--- src/rtl/interp_bank_sel.sv ---
// Bank selector / serialiser for the interpolator datapath.
// Delivers one bank of LANES samples per beat over valid/ready.
module interp_bank_sel #(
  parameter int DATA_WIDTH = 8,
  parameter int LANES = 16,
  parameter int NUM_BANKS = 3,
  localparam int SAMPLE_W = DATA_WIDTH + 2,
  localparam int SEL_W = (NUM_BANKS > 1) ? $clog2(NUM_BANKS) : 1,
  localparam int BANK_W = LANES * SAMPLE_W,
  localparam int FRAME_W = NUM_BANKS * BANK_W
) (
  input  logic               clk,
  input  logic               rst,
  input  logic               mode,
  input  logic [SEL_W-1:0]   sel,
  input  logic               in_valid,
  output logic               in_ready,
  input  logic [FRAME_W-1:0] in_data,
  output logic               out_valid,
  input  logic               out_ready,
  output logic [BANK_W-1:0]  out_data,
  output logic [SEL_W-1:0]   out_bank,
  output logic               out_last,
  output logic               sel_err
);

  typedef enum logic [1:0] {
    IDLE,
    HOLD,
    SEQ
  } state_t;

  state_t state;
  state_t state_n;

  logic [FRAME_W-1:0] frame;
  logic [FRAME_W-1:0] frame_n;
  logic [BANK_W-1:0]  data_n;
  logic [SEL_W-1:0]   bank_n;
  logic               last_n;
  logic               err_n;

  logic [BANK_W-1:0]  dir_data;
  logic [BANK_W-1:0]  seq_data;

  logic accept;
  logic take;

  assign out_valid = (state != IDLE);
  assign in_ready = (state == IDLE)
                  | (out_ready & out_last & out_valid);
  assign accept = in_valid & in_ready;
  assign take = out_valid & out_ready;

  // Bank muxes: requested bank from the input, next bank from the buffer.
  // Out-of-range selects fall through to zero.
  always_comb begin
    dir_data = '0;
    seq_data = '0;
    for (int b = 0; b < NUM_BANKS; b++) begin
      if (int'(sel) == b)
        dir_data = in_data[b*BANK_W +: BANK_W];
      if (int'(out_bank) + 1 == b)
        seq_data = frame[b*BANK_W +: BANK_W];
    end
  end

  // Next-state and next-beat logic; an accept overrides the drain path.
  always_comb begin
    state_n = state;
    frame_n = frame;
    data_n  = out_data;
    bank_n  = out_bank;
    last_n  = out_last;
    err_n   = 1'b0;

    case (state)
      SEQ: begin
        if (take) begin
          bank_n  = out_bank + SEL_W'(1);
          data_n  = seq_data;
          last_n  = (int'(out_bank) + 1 == NUM_BANKS - 1);
          state_n = last_n ? HOLD : SEQ;
        end
      end
      HOLD: begin
        if (take)
          state_n = IDLE;
      end
      default: begin
        state_n = IDLE;
      end
    endcase

    if (accept) begin
      if (mode) begin
        frame_n = in_data;
        data_n  = in_data[BANK_W-1:0];
        bank_n  = '0;
        last_n  = (NUM_BANKS == 1);
        state_n = (NUM_BANKS == 1) ? HOLD : SEQ;
      end else begin
        data_n  = dir_data;
        bank_n  = sel;
        last_n  = 1'b1;
        err_n   = (int'(sel) >= NUM_BANKS);
        state_n = HOLD;
      end
    end
  end

  // State, frame buffer and output beat registers.
  always_ff @(posedge clk or posedge rst) begin
    if (rst) begin
      state    <= IDLE;
      frame    <= '0;
      out_data <= '0;
      out_bank <= '0;
      out_last <= 1'b0;
      sel_err  <= 1'b0;
    end else begin
      state    <= state_n;
      frame    <= frame_n;
      out_data <= data_n;
      out_bank <= bank_n;
      out_last <= last_n;
      sel_err  <= err_n;
    end
  end

endmodule
--- config.mk ---
export PLATFORM = sky130hd
export DESIGN_NAME = interp_bank_sel
export DESIGN_NICKNAME = d
export VERILOG_FILES = /design/src/rtl/interp_bank_sel.sv
export SDC_FILE = /design/constraint.sdc
export NUM_CORES = 2
export LEC_CHECK = 0
export CAP_MARGIN = 40
export CORE_ASPECT_RATIO = 0.5
export CORE_MARGIN = 2
export CORE_UTILIZATION = 46
export DETAILED_ROUTE_END_ITERATION = 7
export HOLD_SLACK_MARGIN = 0.12
export PLACE_DENSITY = 0.83
export SLEW_MARGIN = 20
export SYNTH_ARGS = -nofsm -noshare
export SYNTH_HDL_FRONTEND = slang
export SYNTH_SLANG_ARGS = --single-unit
--- constraint.sdc ---
create_clock -name clk -period 21.8 [get_ports clk]
set_input_delay 2.18 -clock clk [delete_from_list [all_inputs] [get_ports clk]]
set_output_delay 2.18 -clock clk [all_outputs]
set_load 0.01 [all_outputs]
# After elaboration in Yosys (flattened, before gate mapping)

Cells that the tools add are included.

Register bits: 646
Bits of input ports: 487
Output and inout port bits: 166
Logic and storage cells: 57

$add $sub $neg: 2
Order comparisons: 1
Equality and inequality tests: 8
Multiplexer cells: 26
Bitwise logic cells: 5
Reduce and logical (&&, ||, !) cells: 9

Operator list:

| operator            | number |
|---|---|
| $mux 160            | 10 |
| $eq 32x2->1 const B | 1 |
| $logic_not 32->1    | 1 |
| $mux 2              | 9 |
| $eq 2x2->1 const B  | 3 |
| $mux 1              | 6 |
| $ne 3x3->1 const B  | 2 |
| $reduce_and 2->1    | 3 |
| $reduce_bool 2->1   | 3 |
| $and 1x1->1         | 4 |
| $logic_not 2->1     | 2 |
| $pmux 2 s2          | 1 |
| $add 2x1->3 const B | 1 |
| $eq 3x2->1 const B  | 1 |
| $add 2x1->2 const B | 1 |
| $eq 2x1->1 const B  | 1 |
| $ge 2x2->1 const B  | 1 |
| $or 1x1->1          | 1 |

# Depth between registers and ports, before layout

Word-level depth: 8
Depth in mapped cells: 9
Mapped depth without buffers: 6

# Worst setup path after synthesis

No wires, ideal clock.

Kind: input-to-output
From: input port out_ready
To: output port in_ready
Data arrival time: 2.462 ns
Data required time: 19.620 ns
Setup slack: 17.158 ns
Stages on the path: 2
Buffers on the path: 0
Cell sequence: a2bb2oi_4 inv_2

Cells in the longest elaborated chain, start to end: 3

Ends and longest elaborated chain:

| what                     | RTL line | text |
|---|---|---|
| start, declared          | 20       | `input logic out_ready,` |
| $and 1x1->1 (2 in a row) | 51       | `\| (out_ready & out_last & out_valid);` |
| $or 1x1->1               | 51       |  |
| end, declared            | 17       | `output logic in_ready,` |

No other way between the ends.

# Worst setup path in the final report

Ends and elaborated chain as after synthesis.

==> impl_results.rst <==
.. list-table::
   :header-rows: 1

   * - Metric
     - Value
   * - Total power of the final layout
     - just under 0.006 W
   * - Max FO, Critical Path
     - 5
   * - Die Y
     - 195 um
   * - Stage delay of the slowest cell on the critical path
     - around 580 ps
   * - Worst Setup SP
     - out_ready
   * - Clock Skews
     - 26.4 ps
   * - Flop and latch count out of synthesis
     - 646
   * - Part of the power in combinational logic
     - around 44%
   * - Internal Power
     - around 0.0037 W
   * - Capturing point of the worst reg2reg path
     - frame[218]
   * - Flop2flop setup slack
     - around 18000 ps
   * - Placeable core area
     - around 0.072 mm^2
   * - EDFF count, synth
     - 0
   * - Crit share post-route
     - between 20% and 30%
   * - Ratio of total power to cell area
     - 136 mW/mm^2
   * - Synthesized area divided by synthesized cell count
     - 11.0 um^2
   * - Post-synthesis instance area
     - around 0.034 mm^2
   * - Final worst slack
     - between 15000 and 20000 ps
   * - Share of flip-flops with an asynchronous set or reset after synthesis
     - 100%
   * - Clock network fraction of total power
     - roughly a fifth
   * - TritonCTS Buffers
     - 60
   * - Top-count cell post-synth
     - sky130_fd_sc_hd__dfrtp_1
   * - WP depth
     - 4
   * - Number of placed I/O pins
     - 653
   * - Total routing usage reported by global routing
     - 28.9%
   * - Final Slew Violations
     - 0
   * - Via count of the routed design
     - around 28000
   * - Quantity of I/O buffers inserted on ports
     - 652
   * - Pin count of the biggest net entering global routing
     - between 200 and 250
   * - Aggregate routed wire length
     - around 110 mm
   * - Crit-path slowest cell
     - sky130_fd_sc_hd__clkdlybuf4s50_1
   * - Net Switching
     - 0.00214 W
   * - Family with the most delay on the worst path
     - buffers and inverters
   * - Share of layout cells above drive strength 1
     - 8.77%
   * - Result of the run
     - complete, no violations
   * - Upper clock frequency limit
     - 0.168 GHz
   * - Met1 layer usage reported by global route
     - a little over a third
   * - Placement Setup Slack
     - 15800 ps
   * - Series of cell instances along the critical path
     - clkdlybuf4s50_1 -> a2bb2oi_4 -> inv_2 -> clkdlybuf4s50_1
   * - Number of placement rows
     - 69
   * - Wire length of the first global-routing pass
     - between 150 and 200 mm
   * - Die outline area
     - 0.0751 mm^2
   * - Leading area contributor after synthesis
     - sky130_fd_sc_hd__dfrtp_1
   * - Worst flop-to-flop path startpoint
     - state[0]
   * - Busiest layer in global routing
     - met2
   * - Die boundary width
     - between 300 and 400 um
   * - Met2 usage
     - between 40 and 50%
   * - Worst setup path endpoint
     - in_ready
   * - Area growth syn-to-layout
     - 27.9%
   * - Worst rel slew slack
     - between 15 and 20%
   * - DR iter-0 viols
     - roughly 2600
   * - Arrival time of data at the critical path endpoint
     - ~3800 ps
   * - Clock tree from TritonCTS
     - yes
   * - Overall overflow remaining after global route
     - 0
   * - Antenna violation net count after detailed routing
     - 0
   * - Clock slew at the register clock pins of the worst setup and hold paths
     - 60 ps
   * - Type of element capturing the critical path
     - output pin
   * - Number of buffers and inverters on the critical path
     - 3
   * - Switch share
     - a little over a third
   * - Nets in the synthesized netlist
     - 3539
   * - Distinct cell type count after synthesis
     - 38
   * - Most frequent cells after synthesis
     - sky130_fd_sc_hd__dfrtp_1, sky130_fd_sc_hd__mux2_1, sky130_fd_sc_hd__nand2b_1
   * - Class of the most critical hold timing path
     - reg2reg
   * - Number of H-tree levels
     - 2
   * - Wirelength per Cell
     - 24.3 um
   * - Starting density of the core
     - a little under half
   * - Pre-Repair DR Iteration Count
     - 5
   * - Met3 usage in global routing
     - under 10%
   * - Worst-Margin Slew
     - roughly 1300 ps
   * - Leak Pwr
     - between 15 and 20 nW
   * - Count of final hold-check violations
     - 0
   * - Dominant cell type by count on the critical path
     - sky130_fd_sc_hd__clkdlybuf4s50_1
   * - Predominant post-synthesis flop cell
     - sky130_fd_sc_hd__dfrtp_1
   * - Clock period minus final worst setup slack
     - a little under 6000 ps
   * - Number of vias per cell
     - around 6.0
   * - Setup fix buffers added after clock tree synthesis
     - 0
   * - Synthesized instance count
     - between 3000 and 4000
   * - Worst-case reg-to-reg path depth
     - 8
   * - Sequential fraction of the synthesis area
     - slightly below 50%
   * - Insertion delay to the later sink of the worst-skew pair
     - 650 ps
   * - Part of the total power dissipated in sequential elements
     - a little under two fifths
   * - Class of the most critical setup path
     - in2out
   * - Maximum vdd ir drop
     - between 0.1 and 0.15 mV
   * - Clock root buffer
     - sky130_fd_sc_hd__clkbuf_16
   * - Final number of setup-violating endpoints
     - 0
   * - Post-CTS Hold Buffers
     - 0
   * - Top cell type's share of synthesized area
     - ~48%
   * - GPL Wtd Cong
     - a little over 0.9
   * - Most area-consuming cells after synthesis
     - sky130_fd_sc_hd__dfrtp_1, sky130_fd_sc_hd__mux2_1, sky130_fd_sc_hd__nand2b_1
   * - Total of warnings raised by yosys
     - 0
   * - Number of global-route vias before repair
     - between 20000 and 30000
   * - Required time at the endpoint of the critical path
     - ~20000 ps
   * - Gates resized, CTS repair
     - 0
   * - Critical path startpoint category
     - input port
   * - Number of max-capacitance violations reported
     - 0
   * - Longest Clk Path Bufs
     - 3
   * - Number of antenna violations at the first check in global routing
     - 65
   * - Clk sink count
     - ~650
   * - Number of remaining DRC errors
     - 0
   * - Aggregate negative setup slack
     - 0 ps
   * - Number of nets in the layout
     - 4021
   * - HPWL reported at the end of detailed placement
     - about 72 mm
   * - Startpoint of the worst hold path
     - frame[410]
   * - RSZ-0062 raised after global routing
     - false
final cells by class:
class / count / area [um^2]
Multi-Input combinational cell: 2111 / 15900
Tap cell: 958 / 1200
Clock inverter: 21 / 335
Fill cell: 5612 / 28700
Antenna cell: 62 / 155
Sequential cell: 646 / 16200
Inverter: 8 / 37.5
Timing Repair Buffer: 703 / 7300
Clock buffer: 90 / 1740
metal layers:
| metal | part of all wire (%) | routed length, um |
|---|---|---|
| met1 | 39 | 43600 |
| met2 | 47 | 53000 |
| met5 | 0.040 | 45 |
| met3 | 5.9 | 6550 |
| met4 | 7.8 | 8690 |
state kept, by name, indices dropped and copies added, names as in the netlist:
| name | flops |
|---|---|
| out_bank | 2 |
| out_last | 1 |
| out_data | 160 |
| frame | 480 |
| sel_err | 1 |
| state | 2 |
layout by cell type (no fill, tap or decap), drive strengths merged:
cell type	instances
a32oi	159
a2bb2oi	1
o22ai	1
dfrtp	646
o22a	1
clkbuf	90
ha	4
or2	1
a21oi	166
nand2	161
nor4bb	1
inv	10
bufinv	8
nor2b	1
and2	1
buf	53
clkdlybuf4s50	650
clkinv	8
mux2i	160
diode	62
a31o	1
nor2	165
and3b	1
o2bb2ai	158
a221o	1
mux2	480
nand3b	1
nand2b	319
clkinvlp	3
xnor2	1
a31oi	159
o21ai	164
and3	1
nor3	2
a21o	1
metrics by stage:
step	area, um^2	hold slack, ps	utilization [%]	instances
after detailed placement	40600	466	56.7	4423
after global placement	40200	457	56.1	4408
final	42900	477	59.9	4599
after global routing	42900	484	59.9	4598
after CTS	42600	480	59.6	4534
after floorplan	33500	448	-	3048
kinds of logic (layout without fill, tap and decap cells):
kind of cell	count (synthesis)	after routing	synth area share, %
buf+inv	291	822	4.42
flops	646	646	48.2
fa+ha+maj	4	4	0.149
other cells	0	62	0
compound gates	812	812	16.4
simple gates	654	654	9.86
mux	640	640	20.9
xor+xnor	1	1	0.0261
how the worst min path moves through the flow:
stage / end / slack (ps) / cells past startpoint
after floorplan: frame[320] / 450 / 1
after global placement: frame[327] / 460 / 1
after detailed placement: frame[457] / 470 / 1
after CTS: frame[457] / 480 / 1
after global routing: frame[429] / 480 / 1
final: frame[410] / 480 / 1
power by group through the flow:
stage                     clock network (W)  logic, W  registers, W
after global routing                0.00121   0.00276       0.00222
after detailed placement                  0   0.00251       0.00216
after global placement                    0   0.00239       0.00212
after CTS                           0.00115   0.00252       0.00214
final                               0.00114   0.00255       0.00215
after floorplan                           0   0.00156       0.00215
Power figures use the tool's default switching activity.
